### src/rtl/hazard_scheduler_pkg.sv
// Shared types for the pipeline hazard scheduler: signal and register-address
// typedefs plus the scheduler FSM state encoding.
package hazard_scheduler_pkg;

  localparam int REG_AW_DEF = 5;

  typedef logic                  signal_t;
  typedef logic [REG_AW_DEF-1:0] reg_addr_t;

  typedef enum logic [1:0] {
    RUN      = 2'd0,
    MUL_BUSY = 2'd1,
    MEM_WAIT = 2'd2
  } sched_state_t;

endpackage

### src/rtl/hazard_scheduler_fwd_compare.sv
// Per-source hazard compare: X/M forwarding selects and the load-use match
// for one register source of the instruction leaving D.
module fwd_compare #(
  parameter int AW = 5
) (
  input  logic [AW-1:0] src_addr,
  input  logic          src_used,
  input  logic [AW-1:0] x_rd_addr,
  input  logic          x_reg_write,
  input  logic          x_mem_read,
  input  logic [AW-1:0] m_rd_addr,
  input  logic          m_reg_write,
  output logic          fwd_x,
  output logic          fwd_m,
  output logic          load_use
);

  logic x_hit;
  logic m_hit;

  // Register 0 is hard-wired, so it never participates in a hazard.
  assign x_hit    = src_used & x_reg_write & (x_rd_addr != '0) & (x_rd_addr == src_addr);
  assign m_hit    = src_used & m_reg_write & (m_rd_addr != '0) & (m_rd_addr == src_addr);

  assign fwd_x    = x_hit & ~x_mem_read;
  assign fwd_m    = m_hit & ~fwd_x;
  assign load_use = x_hit & x_mem_read;

endmodule

### src/rtl/hazard_scheduler.sv
// Pipeline hazard controller: forwarding selects, load-use/branch bubbles,
// multi-cycle multiply stalls and data-memory wait freezes.
//
// state    | meaning
// RUN      | normal flow, hazards resolved combinationally
// MUL_BUSY | multiply occupying X, mul_cnt counts remaining stall cycles
// MEM_WAIT | data memory access in M not yet complete, pipeline frozen
module hazard_scheduler
  import hazard_scheduler_pkg::*;
#(
  parameter int REG_AW  = 5,
  parameter int MUL_LAT = 4
) (
  input  logic              clk,
  input  logic              rst_n,
  input  logic [REG_AW-1:0] d_rs_addr,
  input  logic [REG_AW-1:0] d_rt_addr,
  input  logic              d_uses_rs,
  input  logic              d_uses_rt,
  input  logic [REG_AW-1:0] x_rd_addr,
  input  logic              x_reg_write,
  input  logic              x_mem_read,
  input  logic              x_mul,
  input  logic              x_branch_taken,
  input  logic [REG_AW-1:0] m_rd_addr,
  input  logic              m_reg_write,
  input  logic              m_mem_access,
  input  logic              dmem_ready,
  output logic              fwdX_rs,
  output logic              fwdX_rt,
  output logic              fwdM_rs,
  output logic              fwdM_rt,
  output logic              bubble,
  output logic              stall_fd,
  output logic              stall_dx,
  output logic              xm_bubble,
  output logic              stall_all,
  output logic              flush_fd,
  output logic              busy
);

  localparam logic [2:0] MUL_LOAD = (MUL_LAT > 1) ? 3'(MUL_LAT - 2) : 3'd0;
  localparam logic       MUL_STALLS = (MUL_LAT > 1);

  sched_state_t state, state_nxt;
  logic [2:0]   mul_cnt, mul_cnt_nxt;

  logic fx_rs, fx_rt, fm_rs, fm_rt;
  logic lu_rs, lu_rt;
  logic mem_req;
  logic mul_stall;
  logic hazard_ok;

  fwd_compare #(.AW(REG_AW)) u_cmp_rs (
    .src_addr    (d_rs_addr),
    .src_used    (d_uses_rs),
    .x_rd_addr   (x_rd_addr),
    .x_reg_write (x_reg_write),
    .x_mem_read  (x_mem_read),
    .m_rd_addr   (m_rd_addr),
    .m_reg_write (m_reg_write),
    .fwd_x       (fx_rs),
    .fwd_m       (fm_rs),
    .load_use    (lu_rs)
  );

  fwd_compare #(.AW(REG_AW)) u_cmp_rt (
    .src_addr    (d_rt_addr),
    .src_used    (d_uses_rt),
    .x_rd_addr   (x_rd_addr),
    .x_reg_write (x_reg_write),
    .x_mem_read  (x_mem_read),
    .m_rd_addr   (m_rd_addr),
    .m_reg_write (m_reg_write),
    .fwd_x       (fx_rt),
    .fwd_m       (fm_rt),
    .load_use    (lu_rt)
  );

  assign mem_req = m_mem_access & ~dmem_ready;

  always_ff @(posedge clk or negedge rst_n) begin
    if (!rst_n) begin
      state   <= RUN;
      mul_cnt <= 3'd0;
    end else begin
      state   <= state_nxt;
      mul_cnt <= mul_cnt_nxt;
    end
  end

  always_comb begin
    state_nxt   = state;
    mul_cnt_nxt = mul_cnt;
    mul_stall   = 1'b0;
    hazard_ok   = 1'b0;
    stall_all   = 1'b0;
    bubble      = 1'b0;
    stall_fd    = 1'b0;
    stall_dx    = 1'b0;
    xm_bubble   = 1'b0;
    flush_fd    = 1'b0;

    case (state)
      RUN: begin
        if (mem_req) begin
          stall_all = 1'b1;
          state_nxt = MEM_WAIT;
        end else if (x_mul && MUL_STALLS) begin
          mul_stall   = 1'b1;
          mul_cnt_nxt = MUL_LOAD;
          state_nxt   = MUL_BUSY;
        end else begin
          hazard_ok = 1'b1;
        end
      end
      MUL_BUSY: begin
        // A memory wait freezes the multiply count along with the pipeline.
        if (mem_req) begin
          stall_all = 1'b1;
        end else if (mul_cnt != 3'd0) begin
          mul_stall   = 1'b1;
          mul_cnt_nxt = mul_cnt - 3'd1;
        end else begin
          state_nxt = RUN;
          hazard_ok = 1'b1;
        end
      end
      MEM_WAIT: begin
        if (!dmem_ready) begin
          stall_all = 1'b1;
        end else begin
          state_nxt = RUN;
          hazard_ok = 1'b1;
        end
      end
      default: begin
        state_nxt   = RUN;
        mul_cnt_nxt = 3'd0;
      end
    endcase

    if (mul_stall) begin
      stall_fd  = 1'b1;
      stall_dx  = 1'b1;
      xm_bubble = 1'b1;
    end else if (hazard_ok) begin
      if (x_branch_taken) begin
        flush_fd = 1'b1;
        bubble   = 1'b1;
      end else if (lu_rs || lu_rt) begin
        bubble   = 1'b1;
        stall_fd = 1'b1;
        stall_dx = 1'b1;
      end
    end

    if (!rst_n) begin
      stall_all = 1'b0;
      bubble    = 1'b0;
      stall_fd  = 1'b0;
      stall_dx  = 1'b0;
      xm_bubble = 1'b0;
      flush_fd  = 1'b0;
    end
  end

  assign fwdX_rs = rst_n & fx_rs;
  assign fwdX_rt = rst_n & fx_rt;
  assign fwdM_rs = rst_n & fm_rs;
  assign fwdM_rt = rst_n & fm_rt;
  assign busy    = rst_n & (state != RUN);

endmodule

### config.mk
export PLATFORM = sky130hd
export DESIGN_NAME = hazard_scheduler
export DESIGN_NICKNAME = d
export VERILOG_FILES = /design/src/rtl/hazard_scheduler_pkg.sv /design/src/rtl/hazard_scheduler_fwd_compare.sv /design/src/rtl/hazard_scheduler.sv
export SDC_FILE = /design/constraint.sdc
export NUM_CORES = 1
export LEC_CHECK = 0
export CAP_MARGIN = 20
export CORE_MARGIN = 3
export CORE_UTILIZATION = 42
export CTS_BUF_LIST = sky130_fd_sc_hd__clkbuf_8
export CTS_CLUSTER_SIZE = 28
export DETAILED_ROUTE_END_ITERATION = 8
export GPL_ROUTABILITY_DRIVEN = 0
export GPL_TIMING_DRIVEN = 0
export PLACE_DENSITY = 0.8
export SYNTH_ARGS = -nofsm -noshare
export SYNTH_HDL_FRONTEND = slang
export SYNTH_HIERARCHICAL = 1
export SYNTH_SLANG_ARGS = --single-unit
### constraint.sdc
create_clock -name clk -period 2.43 [get_ports clk]
set_clock_uncertainty 0.1 [all_clocks]
set_input_delay 0.3645 -clock clk [delete_from_list [all_inputs] [get_ports clk]]
set_output_delay 0.3645 -clock clk [all_outputs]
set_load 0.02 [all_outputs]
==> results.json <==
{
  "status": "finished, violations left",
  "violations": "negative setup slack",
  "antenna_found_initial": 0,
  "antenna_left": 0,
  "whs_ps": 110,
  "antenna_cells": 0,
  "report.power.total_mw": 0.798,
  "netlist_instances": 106,
  "track_usage_pct": 23.2,
  "dieArea_sq_mm": 0.00261,
  "crit-reg2reg-launch": "mul_cnt[0]",
  "synth-main-ff-cell": "dfrtp_1",
  "syn_area_sq_um": 855,
  "dr.max_layer_used": "met4",
  "drt-initial-drc-count": 17,
  "synth_top_area_share_pct": 16.4,
  "synth_top_area_cell": "xnor2_1",
  "min_period_ps": 2440,
  "yosys-top-cells-count": "xnor2_1, nand2_1, inv_1",
  "rrSetupSlack_ps": 850,
  "grt_setup_unrepaired": "true",
  "synth.area.top_cells": "xnor2_1, dfrtp_1, nand2_1",
  "die_x_um": 51.1,
  "yosysMostFrequentCell": "xnor2_1",
  "dpl_cell_area_sq_mm": 0.00130,
  "fin_tns_setup_ps": -6.28,
  "period_share_pct": 100,
  "layout-drive-gt1-share_pct": 27.7,
  "area_delta_synth_final_pct": 63.1,
  "clock_sinks": 5,
  "cp.arrival_ps": 1970,
  "synth-edff-count": 0,
  "dr.pass1.iters": 4,
  "remaining_drc_errors": 0,
  "wl_per_cell_um": 15.9,
  "crit_fanout": 4,
  "hold_class": "in2async",
  "final_cell_area_sq_mm": 0.00139,
  "finalSetupViolations": 1,
  "drv_cap": 0,
  "nets": 189,
  "avgSynthCellArea_sq_um": 8.06,
  "cts.clk_slew.worst_paths_ps": 40,
  "utilization_pct": 76.6,
  "nFillCells": 153,
  "grt_start_max_net_pins": 15,
  "ys_ff_latch": 5,
  "endpoint_kind": "primary output",
  "ys_seq_area_share_pct": 14.6,
  "clockBufferDepth": 2,
  "pre_cts_slack_ps": -828,
  "async_reset_ff_share_pct": 100,
  "pin_count": 42,
  "synthesis.nets": 139,
  "htreeDepth": 1,
  "core_area_sq_mm": 0.00182,
  "cts_tree": "yes",
  "power_density_mw_per_mm2": 572,
  "std_cell_rows": 15,
  "cts-root-buf": "clkbuf_8",
  "slew-limit-headroom_pct": 66.8,
  "p_leak_nw": 0.581,
  "clock_latency_ps": 230,
  "hpwl_um": 2230,
  "numCtsBuffers": 3,
  "yosys_warnings": 6,
  "hold_violations": 0,
  "wl_met3_um": 214,
  "m1WireLength_um": 1200,
  "cp-start-kind": "input port",
  "die_height_um": 51.1,
  "reg2regPathDepth": 5,
  "grt_overflow": 0,
  "slew_viol_final": 0,
  "finalWorstSetupSlack_ps": -6.28,
  "grt_pass1_wl_um": 4610,
  "path_class": "in2out",
  "r2r-end": "mul_cnt[1]",
  "viasPerCell": 5.64,
  "grt_pass1_vias": 997,
  "worstPathRequired_ps": 1970,
  "peakVddDrop_mv": 0.747,
  "dp.cells": 172,
  "routed_wl_um": 2850,
  "initial_core_util_pct": 46.9,
  "synthDistinctLibCells": 41,
  "timing.fmax_mhz": 410,
  "stdcell_count": 180,
  "numPortBuffers": 41,
  "dr_wl_met2_um": 1430,
  "worstMarginPinSlew_ps": 498,
  "via_count": 1015
}
## area by class of cell
cell class	count	area, sq um	share of cell area, %
buffer	4	33.8	2.42
clock buffer	3	41.3	2.96
clock inverter	1	3.75	0.269
inverter	6	22.5	1.62
multi-input combinational	91	746	53.5
sequential	5	125	8.98
tap	25	31.3	2.24
timing repair buffer	45	390	28.0
## power breakdown
part           internal (mW)  total, mW  leakage, nW  switching, mW
registers              0.118      0.154       0.0615         0.0362
logic                  0.235      0.490        0.492          0.256
clock network          0.109      0.153       0.0269         0.0443
## worst max-delay path by stage
stage,slack [ps],depth (start not counted),endpoint,from
after floorplan,160,7,stall_fd,x_rd_addr[3]
after global placement,-800,9,stall_fd,x_rd_addr[3]
after detailed placement,-830,9,stall_fd,x_rd_addr[3]
after CTS,-10,9,stall_fd,x_rd_addr[4]
after global routing,-60,9,stall_fd,x_rd_addr[4]
final,-6,9,stall_fd,x_rd_addr[4]
## registers in the layout (all words and copies together) (netlist names)
name / count
state: 2
mul_cnt: 3
## layer usage
metal / vias to the layer above / global-route usage, %
met3: 2 / 6.71
met4: 0 / 4.04
met5: - / 0
met2: 45 / 39.1
li1: 487 / -
met1: 481 / 29.5
## cells in the final DEF, fill, tap and decap left out, types with 3 or more instances in the layout
| cell | instances |
|---|---|
| a211o_1 | 3 |
| a21oi_1 | 4 |
| and2_1 | 3 |
| buf_2 | 3 |
| buf_4 | 10 |
| buf_6 | 3 |
| clkbuf_2 | 4 |
| clkbuf_8 | 3 |
| clkdlybuf4s50_1 | 15 |
| dfrtp_1 | 5 |
| dlygate4sd2_1 | 11 |
| inv_1 | 7 |
| nand2_1 | 8 |
| nand4_1 | 3 |
| nor2_1 | 4 |
| nor3b_1 | 3 |
| nor4_1 | 3 |
| xnor2_1 | 15 |
## logic make-up after synthesis
logic type	share of synthesized area (%)
AO/OA/AOI/OAI	18.5
flip-flops	14.6
buffers and inverters	6.59
AND/OR/NAND/NOR	38.9
adder cells (fa/ha/maj)	2.93
XOR/XNOR	18.4
## repair_timing
item | CTS | global route
hold buffers | 0 | 0
gates resized for setup | 67 | 16
endpoints found under the setup margin | 10 | 9
endpoints found under the hold margin | 0 | 0
pin swaps | 12 | 3
buffers inserted | 4 | 0
## critical path, stage by stage
cell and delay, ps:
buf_2 140, or4_4 550, nor2_4 120, nor4_1 70, and4_1 180, o221ai_2 200, a21oi_2 80, buf_4 130
buf_4 140
No activity file was read; power rests on OpenSTA's default activity.
